<file path="config.mk">
export PLATFORM = sky130hd
export DESIGN_NAME = matmul_ctrl_flat
export DESIGN_NICKNAME = d
export VERILOG_FILES = /design/src/rtl/matmul_ctrl_if.sv /design/src/rtl/matmul_ctrl.sv /design/src/flat_wrapper.sv
export SDC_FILE = /design/constraint.sdc
export NUM_CORES = 1
export LEC_CHECK = 0
export ABC_AREA = 1
export CORE_ASPECT_RATIO = 0.9
export CORE_MARGIN = 1.5
export CORE_UTILIZATION = 45
export CTS_BUF_LIST = sky130_fd_sc_hd__clkbuf_8
export DETAILED_ROUTE_END_ITERATION = 10
export PLACE_DENSITY = 0.79
export SLEW_MARGIN = 20
export SYNTH_ARGS = -nofsm -noshare
export SYNTH_HDL_FRONTEND = slang
export SYNTH_SLANG_ARGS = --single-unit
</file>
<file path="constraint.sdc">
create_clock -name clk -period 2.9 [get_ports clk]
set_clock_uncertainty 0.05 [all_clocks]
set_input_delay 0.58 -clock clk [delete_from_list [all_inputs] [get_ports clk]]
set_output_delay 0.58 -clock clk [all_outputs]
set_load 0.02 [all_outputs]
</file>
<file path="src/rtl/matmul_ctrl_if.sv">
// matmul_ctrl_if: operand write port, start/busy/done handshake, result
// read port and datapath operand/product buses for matmul_ctrl.
//   wr_en/wr_addr/wr_data -> operand byte write, wr_err <- dropped-write pulse
//   start -> busy/done handshake; rd_addr -> rd_data (combinational read)
//   mat_A/mat_B -> datapath operands (row-major), mat_C <- datapath products
//   irq/irq_clr present only when MATMUL_CTRL_IRQ_EN is defined
// Modports: slave = controller side, master = software/DMA + datapath side.
interface matmul_ctrl_if;
    logic             wr_en;
    logic [4:0]       wr_addr;
    logic [7:0]       wr_data;
    logic             wr_err;
    logic             start;
    logic             busy;
    logic             done;
    logic [3:0]       rd_addr;
    logic [15:0]      rd_data;
    logic [8:0][7:0]  mat_A;
    logic [8:0][7:0]  mat_B;
    logic [8:0][15:0] mat_C;
`ifdef MATMUL_CTRL_IRQ_EN
    logic             irq;
    logic             irq_clr;

    modport slave (
        input  wr_en, wr_addr, wr_data, start, rd_addr, mat_C, irq_clr,
        output wr_err, busy, done, rd_data, mat_A, mat_B, irq
    );
    modport master (
        output wr_en, wr_addr, wr_data, start, rd_addr, mat_C, irq_clr,
        input  wr_err, busy, done, rd_data, mat_A, mat_B, irq
    );
`else
    modport slave (
        input  wr_en, wr_addr, wr_data, start, rd_addr, mat_C,
        output wr_err, busy, done, rd_data, mat_A, mat_B
    );
    modport master (
        output wr_en, wr_addr, wr_data, start, rd_addr, mat_C,
        input  wr_err, busy, done, rd_data, mat_A, mat_B
    );
`endif
endinterface

</file>
<file path="src/rtl/matmul_ctrl.sv">
// matmul_ctrl: sequencing controller for the 3x3 8-bit matrix multiply
// datapath. Holds operands A/B, runs start/busy/done sized to MUL_LATENCY,
// and captures the nine 16-bit products into a readable result bank.
// Ports:
//   clk    - system clock
//   rst_n  - asynchronous active-low reset
//   bus    - matmul_ctrl_if.slave (write port, handshake, read port,
//            datapath operand/product buses, optional irq/irq_clr)
// Parameter: MUL_LATENCY (1..15) datapath edges from stable operands to mat_C.
// Optional feature macro: MATMUL_CTRL_IRQ_EN (sticky completion irq).
module matmul_ctrl #(
    parameter int unsigned MUL_LATENCY = 1
) (
    input  logic         clk,
    input  logic         rst_n,
    matmul_ctrl_if.slave bus
);

    typedef enum logic [1:0] {
        IDLE    = 2'd0,
        WAIT    = 2'd1,
        CAPTURE = 2'd2
    } state_t;

    localparam logic [3:0] LAT = MUL_LATENCY[3:0];

    state_t           r_state;
    logic [3:0]       r_cnt;
    logic [8:0][7:0]  r_a;
    logic [8:0][7:0]  r_b;
    logic [8:0][15:0] r_res;
    logic             r_busy;
    logic             r_done;
    logic             r_wr_err;
    logic [15:0]      w_rd_data;
    logic [3:0]       w_b_idx;

    // Addresses 9..17 map to B[0..8]; their low nibble minus 9 (mod 16)
    // yields exactly 0..8, so no wider subtraction is needed.
    assign w_b_idx = bus.wr_addr[3:0] - 4'd9;

    always_ff @(posedge clk or negedge rst_n) begin
        if (!rst_n) begin
            r_state  <= IDLE;
            r_cnt    <= '0;
            r_a      <= '0;
            r_b      <= '0;
            r_res    <= '0;
            r_busy   <= 1'b0;
            r_done   <= 1'b0;
            r_wr_err <= 1'b0;
        end else begin
            r_done   <= 1'b0;
            r_wr_err <= bus.wr_en && (r_state != IDLE);
            case (r_state)
                IDLE: begin
                    // Writes in the start cycle land with the start edge
                    // and therefore belong to the new operation.
                    if (bus.wr_en) begin
                        if (bus.wr_addr < 5'd9)
                            r_a[bus.wr_addr[3:0]] <= bus.wr_data;
                        else if (bus.wr_addr < 5'd18)
                            r_b[w_b_idx] <= bus.wr_data;
                    end
                    if (bus.start) begin
                        r_state <= WAIT;
                        r_cnt   <= LAT;
                        r_busy  <= 1'b1;
                    end
                end
                WAIT: begin
                    r_cnt <= r_cnt - 4'd1;
                    if (r_cnt == 4'd1)
                        r_state <= CAPTURE;
                end
                CAPTURE: begin
                    r_res   <= bus.mat_C;
                    r_done  <= 1'b1;
                    r_busy  <= 1'b0;
                    r_state <= IDLE;
                end
                default: r_state <= IDLE;
            endcase
        end
    end

`ifdef MATMUL_CTRL_IRQ_EN
    logic r_irq;

    // Capture sets irq and takes priority over a simultaneous clear.
    always_ff @(posedge clk or negedge rst_n) begin
        if (!rst_n)
            r_irq <= 1'b0;
        else if (r_state == CAPTURE)
            r_irq <= 1'b1;
        else if (bus.irq_clr)
            r_irq <= 1'b0;
    end

    assign bus.irq = r_irq;
`endif

    always_comb begin
        w_rd_data = '0;
        if (bus.rd_addr < 4'd9)
            w_rd_data = r_res[bus.rd_addr];
    end

    assign bus.rd_data = w_rd_data;
    assign bus.mat_A   = r_a;
    assign bus.mat_B   = r_b;
    assign bus.busy    = r_busy;
    assign bus.done    = r_done;
    assign bus.wr_err  = r_wr_err;

endmodule

</file>
<file path="src/flat_wrapper.sv">
// flat-port wrapper written by rule: the top's interface ports become plain ports
module matmul_ctrl_flat 
#(
    parameter int unsigned MUL_LATENCY = 1
)
  (clk, rst_n, bus_wr_en, bus_wr_addr, bus_wr_data, bus_start, bus_rd_addr, bus_mat_C, bus_wr_err, bus_busy, bus_done, bus_rd_data, bus_mat_A, bus_mat_B);
  matmul_ctrl_if bus_i ();
  input  logic clk;
  input  logic rst_n;
  input wire logic [$bits(bus_i.wr_en)-1:0] bus_wr_en;
  input wire logic [$bits(bus_i.wr_addr)-1:0] bus_wr_addr;
  input wire logic [$bits(bus_i.wr_data)-1:0] bus_wr_data;
  input wire logic [$bits(bus_i.start)-1:0] bus_start;
  input wire logic [$bits(bus_i.rd_addr)-1:0] bus_rd_addr;
  input wire logic [$bits(bus_i.mat_C)-1:0] bus_mat_C;
  output wire logic [$bits(bus_i.wr_err)-1:0] bus_wr_err;
  output wire logic [$bits(bus_i.busy)-1:0] bus_busy;
  output wire logic [$bits(bus_i.done)-1:0] bus_done;
  output wire logic [$bits(bus_i.rd_data)-1:0] bus_rd_data;
  output wire logic [$bits(bus_i.mat_A)-1:0] bus_mat_A;
  output wire logic [$bits(bus_i.mat_B)-1:0] bus_mat_B;
  assign bus_i.wr_en = bus_wr_en;
  assign bus_i.wr_addr = bus_wr_addr;
  assign bus_i.wr_data = bus_wr_data;
  assign bus_i.start = bus_start;
  assign bus_i.rd_addr = bus_rd_addr;
  assign bus_i.mat_C = bus_mat_C;
  assign bus_wr_err = bus_i.wr_err;
  assign bus_busy = bus_i.busy;
  assign bus_done = bus_i.done;
  assign bus_rd_data = bus_i.rd_data;
  assign bus_mat_A = bus_i.mat_A;
  assign bus_mat_B = bus_i.mat_B;
  matmul_ctrl #(.MUL_LATENCY(MUL_LATENCY)) u_core (.clk(clk), .rst_n(rst_n), .bus(bus_i));
endmodule
</file>
# After elaboration in Yosys (flattened, before gate mapping)
# Index checks and enable logic that the tools add are counted.
# op_classes
add_sub_neg	2
magnitude_cmp	8
n_eq_ne	5
muxes	17
bitwise	1
reduce_logical	12
# ops
op	count
bitwise mux 72 bit	2
binary-select mux 16 bit (select 4 bit)	1
demux 8 bit (select 4 bit)	2
2-to-1 mux 16 bit	2
2-to-1 mux 8 bit	2
less-than comparator 4 x 5 -> 1 bit, second input constant	3
greater-or-equal comparator 4 x 1 -> 1 bit, second input constant	2
case mux 4 bit (2 select lines)	1
AND reduction 2 bit	3
nonzero test 2 bit	3
less-than comparator 5 x 4 -> 1 bit, second input constant	1
less-than comparator 5 bit, second input constant	1
== test 4 x 1 -> 1 bit, second input constant	1
less-than comparator 4 bit, second input constant	1
2-to-1 mux 2 bit	2
2-to-1 mux 4 bit	1
case mux 2 bit (2 select lines)	1
AND reduction 4 bit	1
subtractor 4 x 1 -> 4 bit, second input constant	1
subtractor 4 bit, second input constant	1
logical AND 1 bit	3
AND reduction 3 bit	1
== test 2 x 1 -> 1 bit, second input constant	1
== test 2 bit, second input constant	1
other kinds (6)	7
# totals
ff_bits	297
word_cells	77

# Depth between registers and ports, before layout
# Gate-level depths: netlist (run 1).
# depth
depth_word	6
ltp_mapped	10
depth_no_buf	7

# Worst setup path before layout (run 1)
# Ideal clock, no wire load.
# synth_timing
kind	input to output
startpoint	input port bus_rd_addr[0]
endpoint	output port bus_rd_data[10]
arrival_ns	1.653
required_ns	2.270
path_slack_ns	0.617
stages	5
path_buffers	2
cell_sequence	clkbuf_1 -> nor3_1 -> buf_2 -> nand3_1 -> nand2_1
# synth_between
elab_chain_len	3
elab_cells_between_ends	4
# synth_lines
item	line	source
from (decl)	flat_wrapper.sv:14	input wire logic [$bits(bus_i.rd_addr)-1:0] bus_rd_addr;
binary-select mux 16 bit (select 4 bit)	matmul_ctrl.sv:106	w_rd_data = r_res[bus.rd_addr];
2-to-1 mux 16 bit (not written as such)	matmul_ctrl.sv:106	
2-to-1 mux 16 bit *	matmul_ctrl.sv:105	if (bus.rd_addr < 4'd9)
to (decl)	flat_wrapper.sv:19	output wire logic [$bits(bus_i.rd_data)-1:0] bus_rd_data;
# Mark *: on every way between the ends. The rest lies on a longest branch, timed or not. The select of a mux whose other input is x is not followed.

# Final worst setup path (run 1)
# layout_timing
startpoint	input port bus_rd_addr[1]
endpoint	output port bus_rd_data[5]
# The elaborated chain is that of the path after synthesis.

==> results of run 1 <==
==> layer usage <==
metal | up-vias | track usage [%] | wire length [um]
met5 | - | 0 | 0
met2 | 652 | 45.21 | 19820
met4 | 0 | 14.01 | 1976
met1 | 6033 | 37.13 | 17640
li1 | 5902 | - | -
met3 | 127 | 8.575 | 4686
==> logic make-up after synthesis <==
| group | synth area share (%) |
|---|---|
| simple gates | 36.85 |
| flops | 56.48 |
| buf+inv | 5.011 |
| compound gates | 1.464 |
| fa+ha+maj | 0.1901 |
==> repair_timing <==
action,4_1_cts,5_1_grt
setup endpoints to repair,16,1
gates resized for setup,15,4
buffers inserted,0,0
endpoints found under the hold margin,57,0
hold buffers,1,0
==> per-stage QoR <==
step           worst slack (ns)  TNS, ns  std cells  util, %
6_report                0.09941        0       2402    62.12
3_3_place_gp            -0.1135   -1.351       2319    59.00
5_1_grt                 0.01952        0       2402    62.12
3_5_place_dp            -0.1391   -1.609       2319    59.00
4_1_cts                 -0.1267  -0.1267       2400    62.07
2_1_floorplan            0.6166        0       1645        -
==> worst max-delay path, cell delays in order <==
cell             delay, ns
clkdlybuf4s50_1       0.55
inv_1                 0.10
buf_4                 0.19
nand3_1               0.10
nand3_1               0.09
nand2_1               0.10
nand2_1               0.05
nand2_1               0.07
dlygate4sd2_1         0.34
==> layout by cell type (no fill, tap or decap), drive strengths merged <==
cell / netlist / routed
a21oi: 2 / 2
buf: 44 / 56
clkbuf: 59 / 57
clkdlybuf4s15: 0 / 2
clkdlybuf4s50: 0 / 309
clkinv: 8 / 12
clkinvlp: 0 / 1
dfrtp: 297 / 297
diode: 0 / 2
dlygate4sd2: 0 / 13
dlygate4sd3: 0 / 1
dlymetal6s2s: 0 / 1
ha: 2 / 2
inv: 40 / 58
nand2: 868 / 868
nand3: 180 / 180
nand4: 87 / 87
nor2: 23 / 23
nor3: 1 / 1
o21ai: 33 / 33
o22ai: 1 / 1
==> area by class of cell <==
| type | count | share of cell area [%] |
|---|---|---|
| Sequential cell | 297 | 41.45 |
| Multi-Input combinational cell | 1197 | 28.33 |
| Timing Repair Buffer | 382 | 21.42 |
| Clock buffer | 57 | 4.375 |
| Tap cell | 396 | 2.763 |
| Inverter | 48 | 1.012 |
| Clock inverter | 23 | 0.6141 |
| Antenna cell | 2 | 0.02791 |
==> report_power, final <==
group / internal, mW / switching (mW) / leakage (nW)
sequential: 5.59 / 0.864 / 3.81
combinational: 1.90 / 2.84 / 4.80
clock: 1.78 / 1.67 / 0.523
total: 9.27 / 5.37 / 9.13
==> worst min path at each step <==
stage	start	to	slack [ns]
after floorplan	rst_n	u_core.bus.busy	0.23
after CTS	u_core.r_res[73]	u_core.r_res[73]	0.42
after global routing	u_core.r_res[14]	u_core.r_res[14]	0.44
after global placement	u_core.r_res[79]	u_core.r_res[79]	0.40
final	u_core.r_res[73]	u_core.r_res[73]	0.42
after detailed placement	u_core.r_res[73]	u_core.r_res[73]	0.41
==> sequential cells by signal, indices dropped and copies added (netlist names) <==
register           count
u_core.bus.mat_B      72
u_core.bus.mat_A      72
u_core.bus.wr_err      1
u_core.r_cnt           4
u_core.bus.busy        1
u_core.r_state         2
u_core.bus.done        1
u_core.r_res         144
==> impl_results.md, run 1 <==
* CTS root buf: clkbuf_8
* Worst skew pair latency at approximately 0.57 ns
* Post-Syn Area at ~13000 um2
* Area share of the largest cell type after synthesis at 56.48%
* Distinct cells, synth at 24
* Design Power at approximately 15 mW
* Detailed Route Iter0 Violations at 1202
* Synth async-reset ratio at 100.0%
* Tcrit/Tclk final at a little over nine tenths
* Multi-input combinational cell area at 5080 um2
* Row count at 59
* Total CTS buffers at between 40 and 50
* Sequential fraction of the synthesis area at between 50% and 60%
* PwrDens at about 820 nW/um2
* DP HPWL at approximately 31000 um
* Post-Layout Inst Area at 17930 um2
* H-tree depth at 2
* DRC at 0
* DIE AREA at a little over 30000 um2
* Ports at about 330
* Dpl cell area at 17030 um2
* Die W at between 150 and 200 um
* EDFF count, synth at 0
* Setup crit start: bus_rd_addr[1]
* Number of synthesized register bits at between 200 and 300
* Final nets at between 2000 and 2500
* Crit-path max FO at 13
* RePlAce Congestion at roughly 1.0
* Relative slew slack at between 20 and 30%
* Top cell type by total area after synthesis: dfrtp_1
* Synth top cells by count: nand2_1, dfrtp_1, nand3_1
* Reg2Reg Capture Point: u_core.bus.mat_B[9]
* Nature of the critical path endpoint: output port
* Pin count of the biggest net entering global routing at 132
* Max_cap viols at 0
* Max-slew violation count at 0
* Synthesis Warnings at 0
* Initial Utilization at 45.59%
* Drt total wl at 44130 um
* RSZ-0062 raised after global routing: false
* Area Growth Syn to Fin at 36.26%
* Worst R2R Path Depth at 7
* Min Hold Slack at 0.4209 ns
* Slew at the pin closest to its max-slew limit at 1.052 ns
* FMAX at 357.1 MHz
* Initial antenna violation count at 2
* Crit path required time at around 2.3 ns
* VDD IR max at between 0.0004 and 0.0005 V
* TritonRoute pass-1 iters at 6
* Leakage at around 9 nW
* Routed Antenna Nets at 0
* Critical path class: input port to output port
* Post-layout minimum cycle time at approximately 2.8 ns
* Vias in the first global route at about 13000
* Worst setup path end: bus_rd_data[5]
* CTS clock-pin slew for the worst setup and hold paths at roughly 0.060 ns
* GR Overflow Total at 0
* Outcome: completed
* Syn nets at approximately 1800
* Crit path launch type: input port
* Core Box Area at just under 30000 um2
* Data arrival time of the worst path at approximately 2.2 ns
* Synth Area per Inst at 7.999 um2
* Vias/cell at ~5.3
* Die Span Y at between 150 and 200 um
* R2R setup slack at a little over 0.9 ns
* RR Startpoint: u_core.r_state[0]
* Synth Flop Type: dfrtp_1
* Global-route wire length before repair at between 60000 and 70000 um
* Count leader, synth: nand2_1
* Sink Count at slightly below 300
* Port Buffers at 327
* CTS tree: built
* Layout cells sized above 1 at under 10%
* Hold Vio Cnt, Final at 0
* Fillers at between 2000 and 2500
* Hold crit path type: flop to flop
* Total GRT Usage at just under 30%
* Worst hold path stage count at 2
* Via count at roughly 13000
* Avg WL per Cell at approximately 18 um
* FF/Latch Area at ~7400 um2
* Ranking of synthesized cells by area: dfrtp_1, nand2_1, nand3_1
* Maximum clock path buffer count at 3
* Final setup violating endpoints at 0
* Post-Synthesis Cells at between 1500 and 2000
(Power assumes the default switching activity.)
==> run 2: changes to the inputs <==
- CORE_ASPECT_RATIO: 0.9 -> 0.7
- CTS_CLUSTER_SIZE: not set -> 12
- TNS_END_PERCENT: not set -> 20
==> run 2 against run 1 <==
Compared with the run above:
- the flow now finishes with violations (design-rule violations)
- count of clock-buffer cells in the layout is the same
- via count down 0.24%
- global-route usage up 0.47 points
- largest cell class unchanged
==> impl_results.md, run 2 (synthesis gave the netlist of run 1 again) <==
* Outcome: finished with violations
* Failing checks: design-rule violations
* CTS root buf: clkbuf_8
* Port Buffers at between 300 and 400
* RePlAce Congestion at 0.9816
* DP HPWL at between 30000 and 40000 um
* Hold crit path type: flop to flop
* Hold Startpoint: u_core.bus.mat_B[66]
* Worst R2R Path Depth at 7
* TritonRoute pass-1 iters at 8
* R2R setup slack at 0.86 ns
* Drt total wl at ~45000 um
* Maximum clock path buffer count at 3
* Max_cap viols at 0
* CTS clock-pin slew for the worst setup and hold paths at ~0.060 ns
* Total GRT Usage at ~29%
* Post-CTS Setup Bufs at 0
* Max FFs per register at between 100 and 150
* Routed Antenna Nets at 0
* Initial antenna violation count at 7
* Critical path class: input port to output port
* CP cell instances: clkdlybuf4s50_1 -> buf_12 -> buf_4 -> nand3_1 -> nand3_1 -> nand2_1 -> nand2_1 -> nand2_1 -> dlygate4sd2_1
* Dpl cell area at ~17000 um2
* Dpl ws at -0.1532 ns
* DRC at 12
* Detailed Route Iter0 Violations at around 1200
* Hold EP: u_core.bus.mat_B[66]
* Slew at the pin closest to its max-slew limit at 0.9585 ns
* Initial Utilization at between 40 and 50%
* RSZ-0062 raised after global routing: false
* Post-layout minimum cycle time at approximately 2.8 ns
* Worst skew pair latency at 0.55 ns
* CP max stage delay at ~0.54 ns
* Data arrival time of the worst path at between 2 and 2.5 ns
* RR Startpoint: u_core.r_state[0]
* Reg2Reg Capture Point: u_core.bus.mat_B[32]
* Relative slew slack at a little over a third
* CP max stage cell: clkdlybuf4s50_1
* Ports at between 300 and 400
* PwrDens at between 800 and 900 nW/um2
* GR Overflow Total at 0
* Global-route wire length before repair at roughly 70000 um
* Final nets at 2140
* Final setup violating endpoints at 0
* Leakage at 9.117 nW
* Top reg by flops: u_core.r_res
* H-tree depth at 2
* Nature of the critical path endpoint: output port
* Commonest non-fill, non-tap cell in the layout: nand2_1
* DIE AREA at about 30000 um2
* Crit path required time at 2.27 ns
* FMAX at around 360 MHz
* VDD IR max at around 0.00053 V
* Core Box Area at around 29000 um2
* Worst hold path stage count at 2
* Critical path buffers and inverters at 4
* CTS tree: built
* Crit path launch type: input port
* Pin count of the biggest net entering global routing at between 90 and 100
* Crit-path max FO at 22
* Max-slew violation count at 0
* Avg WL per Cell at 18.73 um
* Most frequent cells in the layout: nand2_1, clkdlybuf4s50_1, dfrtp_1, nand3_1, nand4_1
* Die W at just over 200 um
* Row count at 52
* Tcrit/Tclk final at 96.68%
* Vias in the first global route at 12280
* Worst path most repeated cell: nand2_1
* Total CTS buffers at 47
* Sink Count at slightly below 300
* Area Growth Syn to Fin at 36.29%
* Vias/cell at between 5 and 6
* Post-Layout Inst Area at 17930 um2
* Die Span Y at 146.1 um
* Via count at 12680
* Hold Vio Cnt, Final at 0
* CP delay by family, top: buffers and inverters
* Layout cells sized above 1 at 7.285%
* Fin worst setup slack at between 0.09 and 0.1 ns
[run 2: cell count changes in the layout (fill, tap and decap cells not counted), sizes merged]
cell,previous run,this run
diode,2,6
clkinvlp,1,4
dlygate4sd2,13,16
inv,58,55
bufinv,0,2
clkdlybuf4s15,2,0
clkinv,12,10
dlymetal6s2s,1,0
[run 2: cell type report]
type,count,area [um2]
Timing Repair Buffer,382,3806
Inverter,48,182.7
Clock buffer,57,784.5
Tap cell,378,473.0
Multi-Input combinational cell,1197,5080
Sequential cell,297,7432
Antenna cell,6,15.01
Clock inverter,23,161.4
Fill cell,2525,10890
[run 2: stage by stage]
step | utilization [%] | setup TNS (ns) | hold WS [ns] | instances | power, mW
3_3_place_gp | 58.93 | -1.233 | 0.4034 | 2301 | 11.08
3_5_place_dp | 58.93 | -1.686 | 0.4071 | 2301 | 11.25
5_1_grt | 62.22 | 0 | 0.4361 | 2388 | 15.75
6_report | 62.22 | 0 | 0.4189 | 2388 | 14.85
4_1_cts | 62.17 | 0 | 0.4229 | 2382 | 14.89
2_1_floorplan | - | 0 | 0.2344 | 1645 | 8.958
[run 2: what timing repair did]
action,4_1_cts,5_1_grt
gates resized for setup,16,0
endpoints found under the hold margin,49,0
setup endpoints to repair,16,0
hold buffers,1,0
[run 2: worst max path at each step]
stage | startpoint | to | slack (ns) | cells after the start
detailed placement | bus_rd_addr[1] | bus_rd_data[3] | -0.15 | 9
global route | bus_rd_addr[1] | bus_rd_data[3] | 0.007 | 9
floorplan | bus_rd_addr[0] | bus_rd_data[10] | 0.62 | 5
global placement | bus_rd_addr[1] | bus_rd_data[15] | -0.09 | 7
finish | bus_rd_addr[1] | bus_rd_data[3] | 0.1 | 9
CTS | bus_rd_addr[1] | bus_rd_data[3] | 0.09 | 9
[run 2: report_power, final]
part | switching, mW | internal (mW)
Sequential | 0.945 | 5.59
Clock | 1.68 | 1.95
Combinational | 2.79 | 1.88
Total | 5.42 | 9.43
[run 2: tightest hold or removal path, delay by kind of cell (launching register included)]
family	cells	cell delay (ns)
simple gates	2	0.09
flops	1	0.34
[run 2: routing by layer]
layer | vias to the layer above | part of all wire (%) | global-route usage, %
li1 | 5923 | - | -
met1 | 6095 | 46 | 44.30
met2 | 586 | 42 | 40.17
met3 | 77 | 9.9 | 8.970
met4 | 2 | 2.2 | 9.522
met5 | - | 0.029 | 0
==> run 3: changes to the inputs <==
- ABC_AREA: 1 -> not set
- PLACE_DENSITY: 0.79 -> 0.8
==> run 3 against run 2 <==
Compared with the run above:
- the flow now finishes without violations
- sequential cell count did not move
- register-to-register slack got worse by 0.15 ns
- count of clock-buffer cells in the layout rose by 3
- area after synthesis fell by 6.5%
- maximum frequency fell by 0.18%
==> impl_results.md, run 3 <==
* Maximum clock path buffer count at 3
* Leakage at about 8 nW
* Fraction of synthesized area in multiplexers at a little under a third
* DRC at 0
* Row count at 50
* # placed instances at 1515
* Worst hold path stage count at 1
* Hold EP: u_core.bus.mat_B[62]
* Outcome: completed
* Hold Startpoint: u_core.bus.mat_B[62]
* Post-Synth Adder-Cell Area at 0.2033%
* Crit path required time at 2.27 ns
* Die Span Y at between 100 and 150 um
* RSZ-0062 raised after global routing: false
* Slew at the pin closest to its max-slew limit at roughly 0.86 ns
* Count leader, synth: dfrtp_1
* R2R setup slack at roughly 0.7 ns
* Port Buffers at 327
* Initial antenna violation count at 1
* Crit path launch type: input port
* Max FFs per register at 144
* EDFF count, synth at 0
* DIE AREA at ~28000 um2
* Worst R2R Path Depth at 4
* DP HPWL at roughly 24000 um
* Global-route wire length before repair at between 50000 and 60000 um
* Distinct cells, synth at 36
* Number of synthesized register bits at slightly below 300
* Design Power at 14.59 mW
* Total CTS buffers at 47
* Relative slew slack at a little over two fifths
* Vias in the first global route at 8897
* Reg2Reg Capture Point: u_core.bus.mat_B[2]
* Total GRT Usage at 23.49%
* Post-Synthesis Cells at between 800 and 900
* Pin count of the biggest net entering global routing at 70
* FMAX at 356.0 MHz
* Detailed Route Iter0 Violations at roughly 280
* Ranking of synthesized cells by area: dfrtp_1, mux2_2, mux2i_1
* VDD IR max at around 0.00050 V
* Worst skew pair latency at between 0.5 and 0.6 ns
* Top reg by flops: u_core.r_res
* Syn nets at around 1000
* Worst path most repeated cell: dlygate4sd2_1
* CTS clock-pin slew for the worst setup and hold paths at around 0.060 ns
* Drt total wl at 33370 um
* Sequential fraction of the synthesis area at 60.38%
* Max_cap viols at 0
* Layout cells sized above 1 at between 30% and 40%
* CP cell instances: dlygate4sd2_1 -> buf_4 -> nor4b_4 -> buf_2 -> nand2_1 -> o21ai_0 -> dlygate4sd2_1
* Final nets at 1371
* CTS root buf: clkbuf_8
* Post-Syn Area at about 12000 um2
* Nature of the critical path endpoint: output port
* RR Startpoint: u_core.r_state[0]
* Area Growth Syn to Fin at 40.70%
* Synth top cells by count: dfrtp_1, mux2_2, mux2i_1
* Hold Vio Cnt, Final at 0
* Hold crit path type: flop to flop
* H-tree depth at 2
* PwrDens at between 800 and 900 nW/um2
* Max-slew violation count at 0
* Routed Antenna Nets at 0
* Synth Area per Inst at 14.83 um2
* Final setup violating endpoints at 0
* Crit-path max FO at 6
* Critical path class: input port to output port
* GR Overflow Total at 0
* Avg WL per Cell at just over 20 um
* Synth Flop Type: dfrtp_1
* Die W at between 200 and 250 um
* Post-route insts no fill at between 1500 and 2000
* Post-layout minimum cycle time at 2.809 ns
* Synthesis Warnings at 0
* Simple-Gate Fraction of Synth Area at 3.416%
* TritonRoute pass-1 iters at 4
* CTS tree: built
* Commonest non-fill, non-tap cell in the layout: clkdlybuf4s50_1
* Compound-Gate Fraction of Synth Area at ~2.6%
* Ports at between 300 and 400
* Tcrit/Tclk final at 96.85%
* XOR/XNOR share of the synthesized area at 0%
* Largest family of logic cells by synthesized area: multiplexers
* Vias/cell at about 5.2
* CP max stage cell: nor4b_4
* Via count at ~8300
* Most frequent cells in the layout: clkdlybuf4s50_1, dfrtp_1, mux2_2, clkbuf_8, mux2i_1
* Data arrival time of the worst path at approximately 2.2 ns
* Synth async-reset ratio at between 90% and 100%
* RePlAce Congestion at a little over 0.8
* Sink Count at between 200 and 300
* CP max stage delay at 0.39 ns
* Area share of the largest cell type after synthesis at 60.38%
* Top cell type by total area after synthesis: dfrtp_1
* Initial Utilization at between 40% and 50%
* Core Box Area at between 20000 and 30000 um2
run 3: cell types whose count changed after synthesis, moves of 8 or more:
| cell | previous run | this run |
|---|---|---|
| nand2_1 | 865 | 31 |
| mux2_2 | 0 | 292 |
| nand3_1 | 179 | 2 |
| nand4_1 | 87 | 0 |
| mux2i_1 | 0 | 57 |
| clkbuf_1 | 59 | 21 |
| inv_1 | 35 | 3 |
| o22ai_1 | 1 | 30 |
| o21ai_0 | 33 | 16 |
| buf_2 | 32 | 21 |
| nor2_1 | 12 | 22 |
| nor2_2 | 10 | 1 |
| clkinv_1 | 8 | 0 |
run 3: kinds of logic after synthesis:
logic type	after synthesis
DFF	297
AOI/OAI and AO/OA	55
muxes	351
adders and majority gates	2
buffers and inverters	46
and+or+nand+nor	79
run 3: layout make-up:
class	count	area, um2
Timing Repair Buffer	368	3726
Sequential cell	297	7432
Multi-Input combinational cell	487	4698
Tap cell	364	455.4
Antenna cell	1	2.502
Fill cell	2009	9458
Clock inverter	27	166.4
Inverter	3	11.26
Clock buffer	60	825.8
run 3: repair_timing:
action,4_1_cts,5_1_grt
pin swaps,0,1
resized for setup,40,10
cloned,0,1
endpoints found under the hold margin,63,0
setup buffers,2,0
setup endpoints to repair,16,16
hold buffers,1,0
run 3: worst max-delay path by stage:
| stage | start | endpoint |
|---|---|---|
| after floorplan | bus_rd_addr[0] | bus_rd_data[10] |
| final | bus_rd_addr[1] | bus_rd_data[6] |
| after CTS | bus_rd_addr[2] | bus_rd_data[11] |
| after detailed placement | bus_rd_addr[1] | bus_rd_data[12] |
| after global routing | bus_rd_addr[1] | bus_rd_data[3] |
| after global placement | bus_rd_addr[1] | bus_rd_data[8] |
run 3: power breakdown:
part	switching, mW	internal (mW)
Combinational	2.00	2.55
Sequential	0.777	5.58
Clock	1.64	2.04
Total	4.42	10.2
run 3: routing by layer:
layer  wire [um]  GRT usage (%)  vias up  part of all wire, %
met5           0              0        -                    0
met4         830          7.875        0                  2.5
met3        1915          5.857       60                  5.7
met2       15820          37.43      227                   47
met1       14810          31.65     4285                   44
li1            -              -     3734                    -
run 3: metrics by stage:
step / setup WS [ns] / hold slack [ns] / setup TNS, ns / utilization [%] / cell area (um2)
after global routing: 0.006645 / 0.4609 / 0 / 64.68 / 17320
after global placement: -0.4059 / 0.4341 / -5.191 / 60.98 / 16330
final: 0.09139 / 0.4515 / 0 / 64.68 / 17320
after detailed placement: -0.3984 / 0.4402 / -5.445 / 60.98 / 16330
after CTS: -0.06898 / 0.4549 / -0.1337 / 64.71 / 17330
after floorplan: 0.2169 / 0.2344 / 0 / - / 12310
run 3: worst max-delay path, delay by kind of cell:
kind                   cells  cell delay (ns)
buffers and inverters      4             1.06
AND/OR/NAND/NOR            2             0.46
AO/OA/AOI/OAI              1             0.08
